## src/rtl/leaf_user_rx_fifo.sv

```systemverilog
// leaf_user_rx_fifo
// Receive-side buffer between a leaf interface and a user kernel. A rising
// edge on ap_start arms a transfer of num_words words. Words are accepted
// from the leaf interface into a first-word-fall-through FIFO until the
// requested count is reached. done pulses once after the last word drains.

module leaf_user_rx_fifo #(
    parameter int PAYLOAD_BITS = 32,
    parameter int DEPTH_BITS   = 4
) (
    input  logic                    clk,
    input  logic                    reset,
    input  logic                    ap_start,
    input  logic [31:0]             num_words,
    input  logic [PAYLOAD_BITS-1:0] din_leaf_interface2user,
    input  logic                    vld_interface2user,
    output logic                    ack_user2interface,
    output logic [PAYLOAD_BITS-1:0] dout,
    output logic                    dout_vld,
    input  logic                    dout_rdy,
    output logic [31:0]             word_cnt,
    output logic [DEPTH_BITS:0]     occupancy,
    output logic                    done
);

    localparam int DEPTH = 1 << DEPTH_BITS;
    localparam logic [DEPTH_BITS:0] FULL_LEVEL = {1'b1, {DEPTH_BITS{1'b0}}};

    typedef enum logic [1:0] {
        IDLE = 2'd0,
        RUN  = 2'd1,
        DONE = 2'd2
    } state_t;

    state_t                  state_q;
    logic                    apStart_q;
    logic                    startBlock_q;
    logic [DEPTH_BITS-1:0]   wrPtr_q;
    logic [DEPTH_BITS-1:0]   rdPtr_q;
    logic [DEPTH_BITS:0]     occ_q;
    logic [31:0]             wordCnt_q;
    logic [31:0]             numWords_q;
    logic [PAYLOAD_BITS-1:0] mem [DEPTH];

    logic start;
    logic full;
    logic push;
    logic pop;

    // Start is a rising edge of ap_start; a level that was already high
    // during reset is ignored until ap_start has gone low again.
    assign start = ap_start & ~apStart_q & ~startBlock_q;
    assign full  = (occ_q == FULL_LEVEL);

    // Accept only while running, with room left and words still owed; a
    // start cycle flushes everything, so nothing is accepted then either.
    assign ack_user2interface = ~reset & (state_q == RUN) & ~full
                              & (wordCnt_q < numWords_q) & ~start;

    assign dout_vld  = ~reset & (occ_q != '0);
    assign dout      = dout_vld ? mem[rdPtr_q] : '0;
    assign done      = ~reset & (state_q == DONE);
    assign word_cnt  = wordCnt_q;
    assign occupancy = occ_q;

    assign push = vld_interface2user & ack_user2interface;
    assign pop  = dout_vld & dout_rdy;

    // Edge detector history plus the guard that suppresses a start caused
    // by ap_start being held high across reset.
    always_ff @(posedge clk) begin
        if (reset) begin
            apStart_q    <= 1'b0;
            startBlock_q <= ap_start;
        end else begin
            apStart_q    <= ap_start;
            startBlock_q <= startBlock_q & ap_start;
        end
    end

    // Storage array; no reset needed because dout is masked while empty.
    always_ff @(posedge clk) begin
        if (push) begin
            mem[wrPtr_q] <= din_leaf_interface2user;
        end
    end

    // FIFO pointers and fill level; a start flushes the buffer outright.
    always_ff @(posedge clk) begin
        if (reset || start) begin
            wrPtr_q <= '0;
            rdPtr_q <= '0;
            occ_q   <= '0;
        end else begin
            if (push) begin
                wrPtr_q <= wrPtr_q + 1'b1;
            end
            if (pop) begin
                rdPtr_q <= rdPtr_q + 1'b1;
            end
            case ({push, pop})
                2'b10:   occ_q <= occ_q + 1'b1;
                2'b01:   occ_q <= occ_q - 1'b1;
                default: occ_q <= occ_q;
            endcase
        end
    end

    // Transfer bookkeeping: words accepted so far and the requested total.
    always_ff @(posedge clk) begin
        if (reset) begin
            wordCnt_q  <= '0;
            numWords_q <= '0;
        end else if (start) begin
            wordCnt_q  <= '0;
            numWords_q <= num_words;
        end else if (push) begin
            wordCnt_q  <= wordCnt_q + 32'd1;
        end
    end

    // Transfer control: RUN until every requested word has been accepted
    // and drained, then one DONE cycle, then back to IDLE.
    always_ff @(posedge clk) begin
        if (reset) begin
            state_q <= IDLE;
        end else if (start) begin
            state_q <= RUN;
        end else begin
            case (state_q)
                IDLE: state_q <= IDLE;
                RUN: begin
                    if ((wordCnt_q == numWords_q) && (occ_q == '0)) begin
                        state_q <= DONE;
                    end
                end
                DONE:    state_q <= IDLE;
                default: state_q <= IDLE;
            endcase
        end
    end

endmodule

```

## config.mk

```make
export PLATFORM = sky130hd
export DESIGN_NAME = leaf_user_rx_fifo
export DESIGN_NICKNAME = d
export VERILOG_FILES = /design/src/rtl/leaf_user_rx_fifo.sv
export SDC_FILE = /design/constraint.sdc
export NUM_CORES = 1
export LEC_CHECK = 0
export CAP_MARGIN = 20
export CORE_MARGIN = 3
export CORE_UTILIZATION = 30
export DETAILED_ROUTE_END_ITERATION = 10
export GPL_TIMING_DRIVEN = 0
export SETUP_SLACK_MARGIN = 0.5
export SYNTH_ARGS = -nofsm -noshare
export SYNTH_HDL_FRONTEND = slang
export SYNTH_SLANG_ARGS = --single-unit
export TNS_END_PERCENT = 1
```

## constraint.sdc

```tcl
create_clock -name clk -period 7 [get_ports clk]
set_input_delay 0.7 -clock clk [delete_from_list [all_inputs] [get_ports clk]]
set_output_delay 0.7 -clock clk [all_outputs]
set_load 0.005 [all_outputs]
```

==> flow_metrics.env <==
export IMPL_cts_repair_resize_count=0
export IMPL_io_pin_count=141
export IMPL_max_freq_mhz=192
export IMPL_hold_class="input pin to flop"
export IMPL_ys_types=49
export IMPL_status="finished, final reports clean"
export IMPL_die_w_um=289
export IMPL_clockRootBuffer="clkbuf_16"
export IMPL_arrival_ns=4.51
export IMPL_ys_seq_area_frac=0.711
export IMPL_relSlewSlack=0.321
export IMPL_crit_path_end_kind="primary output"
export IMPL_placed_cell_area_um2=27100
export IMPL_grt_pass1_vias=13900
export IMPL_cts_sinks=597
export IMPL_worst_setup_path_type="flop to primary output"
export IMPL_fin_crit_ns=5.21
export IMPL_p_per_area_nw_per_um2=253
export IMPL_setup_ws_ns=1.79
export IMPL_fin_setup_tns_ns=0
export IMPL_finClkSkew_ns=0.0471
export IMPL_grt_antenna_before_repair=6
export IMPL_r2r_slack_ns=2.29
export IMPL_grt_pass1_wl_um=87900
export IMPL_post_drt_wl_per_cell_um=21.7
export IMPL_synth_seq_cells=597
export IMPL_crit_chain="clkbuf_1, buf_1, buf_1, buf_2, mux2i_1, a211oi_1, clkdlybuf4s50_1"
export IMPL_pre_cts_slack_ns=2.33
export IMPL_first_iter_violations=964
export IMPL_syn_area_um2=24000
export IMPL_syn_instance_count=1370
export IMPL_synth_edf_count=512
export IMPL_grtUsageTotal=0.141
export IMPL_htreeDepth=3
export IMPL_final_net_count=1708
export IMPL_grt_max_degree=32
export IMPL_place_congestion=0.779
export IMPL_ant_nets=0
export IMPL_ys_flop_type="edfxtp_1"
export IMPL_cts_hold_fix_buffers=0
export IMPL_postCtsSetupBuffers=0
export IMPL_design_area_um2=29200
export IMPL_vdd_drop_max_mv=0.178
export IMPL_vias=13300
export IMPL_rsz0062_at_grt="no"
export IMPL_utilization=0.369
export IMPL_cts_tree="built"
export IMPL_place_port_buffers=139
export IMPL_clkTransAtPathRegs_ns=0.06
export IMPL_multiInputGateArea_um2=6450
export IMPL_tightest_slew_ns=1.01
export IMPL_mostFrequentLayoutCells="512 x edfxtp_1, 139 x clkdlybuf4s50_1, 128 x mux4_2"
export IMPL_wirelength_um=58500
export IMPL_cp_start_kind="flop"
export IMPL_avgSynthCellArea_um2=17.5
export IMPL_post_route_period_util=0.744
export IMPL_placementRows=103
export IMPL_cp_top_family="buffers and inverters"
export IMPL_die_y_um=289
export IMPL_num_fill_cells=7371
export IMPL_max_cap_violations=0
export IMPL_slowest_stage="clkdlybuf4s50_1"
export IMPL_finalHoldViolCount=0
export IMPL_remaining_drc_errors=0
export IMPL_cp_buffers_inverters=5
export IMPL_seqCellArea_um2=17100
export IMPL_coreArea_um2=79100
export IMPL_worst_ep_required_time_ns=6.30
export IMPL_synth_nets=1482
export IMPL_cp_common_cell="buf_1"
export IMPL_async_flop_share=0
export IMPL_overflow=0
export IMPL_numCtsBuffers=66
export IMPL_slew_violations=0
export IMPL_insertion_delay_ns=0.61
export IMPL_yosysWarnings=0
export IMPL_hpwlAfterDp_um=39200
export IMPL_final_common_cell="edfxtp_1"
export IMPL_path_max_fanout=10
export IMPL_start_util=0.303
export IMPL_die_area_um2=83500
export IMPL_setup_viol=0
export IMPL_area_growth_pct=21.6
export IMPL_p_leak_nw=9.06
export IMPL_drive_above_1_share=0.174
export IMPL_slowest_delay_ns=0.63
export IMPL_viasPerCell=4.94
export IMPL_clk_path_buf_depth=3
export IMPL_first_pass_iters=5
worst register-to-register path: stages (launching register included):
cell	delay (ns)
dfxtp_1	0.37
ha_1	0.33
nand4_1	0.17
nor4_1	0.75
and3_1	0.29
o21ai_0	0.17
and3_1	0.24
buf_6	0.14
inv_4	0.10
buf_6	0.16
buf_2	0.27
ha_1	0.27
inv_1	0.11
fa_1	0.41
inv_1	0.07
a21o_1	0.11
a21oi_1	0.07
xnor2_1	0.13
or3_1	0.31
a21oi_1	0.14
power by group:
group	leakage [nW]	switching, mW	total [mW]	internal [mW]
Combinational	2.76	0.116	0.193	0.0770
Sequential	5.29	0.00572	3.88	3.87
Clock	1.01	1.41	3.32	1.91
Total	9.06	1.53	7.39	5.87
metal layers:
metal	vias up	share of wire	global-route usage
met5	-	0.00097	0
met4	10	0.027	0.0475
met3	103	0.062	0.0322
met2	407	0.49	0.238
met1	6846	0.42	0.179
li1	5951	-	-
sequential cells by signal, summed over array words and instances (netlist names), named ones only:
| signal | cells |
|---|---|
| apStart_q | 1 |
| state_q | 2 |
| occupancy | 5 |
| mem | 512 |
| startBlock_q | 1 |
| word_cnt | 32 |
| rdPtr_q | 4 |
| numWords_q | 32 |
| wrPtr_q | 4 |
per-stage QoR:
stage               hold slack [ns]  total power [mW]  instances
floorplan                     0.443              4.03       1370
global placement              0.453              4.14       2559
detailed placement            0.472              4.15       2578
CTS                           0.301              7.48       2696
global route                  0.316              7.63       2696
finish                        0.334              7.39       2697
worst paths after layout:
kind / from / endpoint / cells past startpoint
hold reg to reg: numWords_q[17]$_SDFFE_PP0P_ / numWords_q[17]$_SDFFE_PP0P_ / 2
hold / removal: reset / apStart_q$_SDFF_PP0_ / 2
setup / recovery: flop / dout[29] / 7
setup reg to reg: word_cnt[29]$_SDFFE_PP0P_ / occupancy[4]$_SDFFE_PP0P_ / 19
Yosys cell counts (2+ instances only):
cell / instances / area, um^2
nand4b_1: 5 / 43.8
nand2b_1: 2 / 12.5
o31ai_1: 7 / 52.6
or4_1: 10 / 75.1
and2_1: 6 / 37.5
ha_1: 42 / 526
a21o_1: 7 / 52.6
mux2i_1: 36 / 360
a211oi_1: 66 / 495
mux4_2: 128 / 2880
inv_1: 49 / 184
buf_2: 18 / 90.1
nor2_1: 29 / 109
or3_1: 6 / 37.5
nor2b_1: 38 / 238
o21a_1: 7 / 52.6
nor4_1: 6 / 37.5
and3_1: 29 / 181
dfxtp_1: 85 / 1700
a31o_2: 3 / 26.3
edfxtp_1: 512 / 15400
xnor2_1: 4 / 35.0
nor3_1: 4 / 20.0
nand4_1: 23 / 144
o211ai_1: 4 / 30.0
buf_1: 5 / 18.8
nand2_1: 63 / 236
xor2_1: 5 / 43.8
clkbuf_1: 48 / 180
buf_6: 3 / 33.8
o21ai_0: 52 / 260
a21oi_1: 37 / 185
nand3_1: 13 / 65.1
and4_1: 3 / 26.3
kinds of logic (layout without fill, tap and decap cells):
logic type | after synthesis | after routing | synth area share
compound gates | 187 | 187 | 0.0503
xor+xnor | 9 | 9 | 0.00328
fa+ha+maj | 43 | 43 | 0.0227
buf+inv | 124 | 400 | 0.0214
flops | 597 | 597 | 0.711
mux | 164 | 164 | 0.135
other cells | 0 | 1 | 0
simple gates | 246 | 246 | 0.0561
final cells by class:
type | count | share of cell area
antenna | 1 | 0.0000857
clock buffer | 92 | 0.0620
clock inverter | 26 | 0.0103
tap | 1050 | 0.0450
multi-input combinational | 649 | 0.221
buffer | 74 | 0.0111
sequential | 597 | 0.585
inverter | 50 | 0.00651
timing repair buffer | 158 | 0.0593
Note: power is estimated with default switching activity, not from simulation.
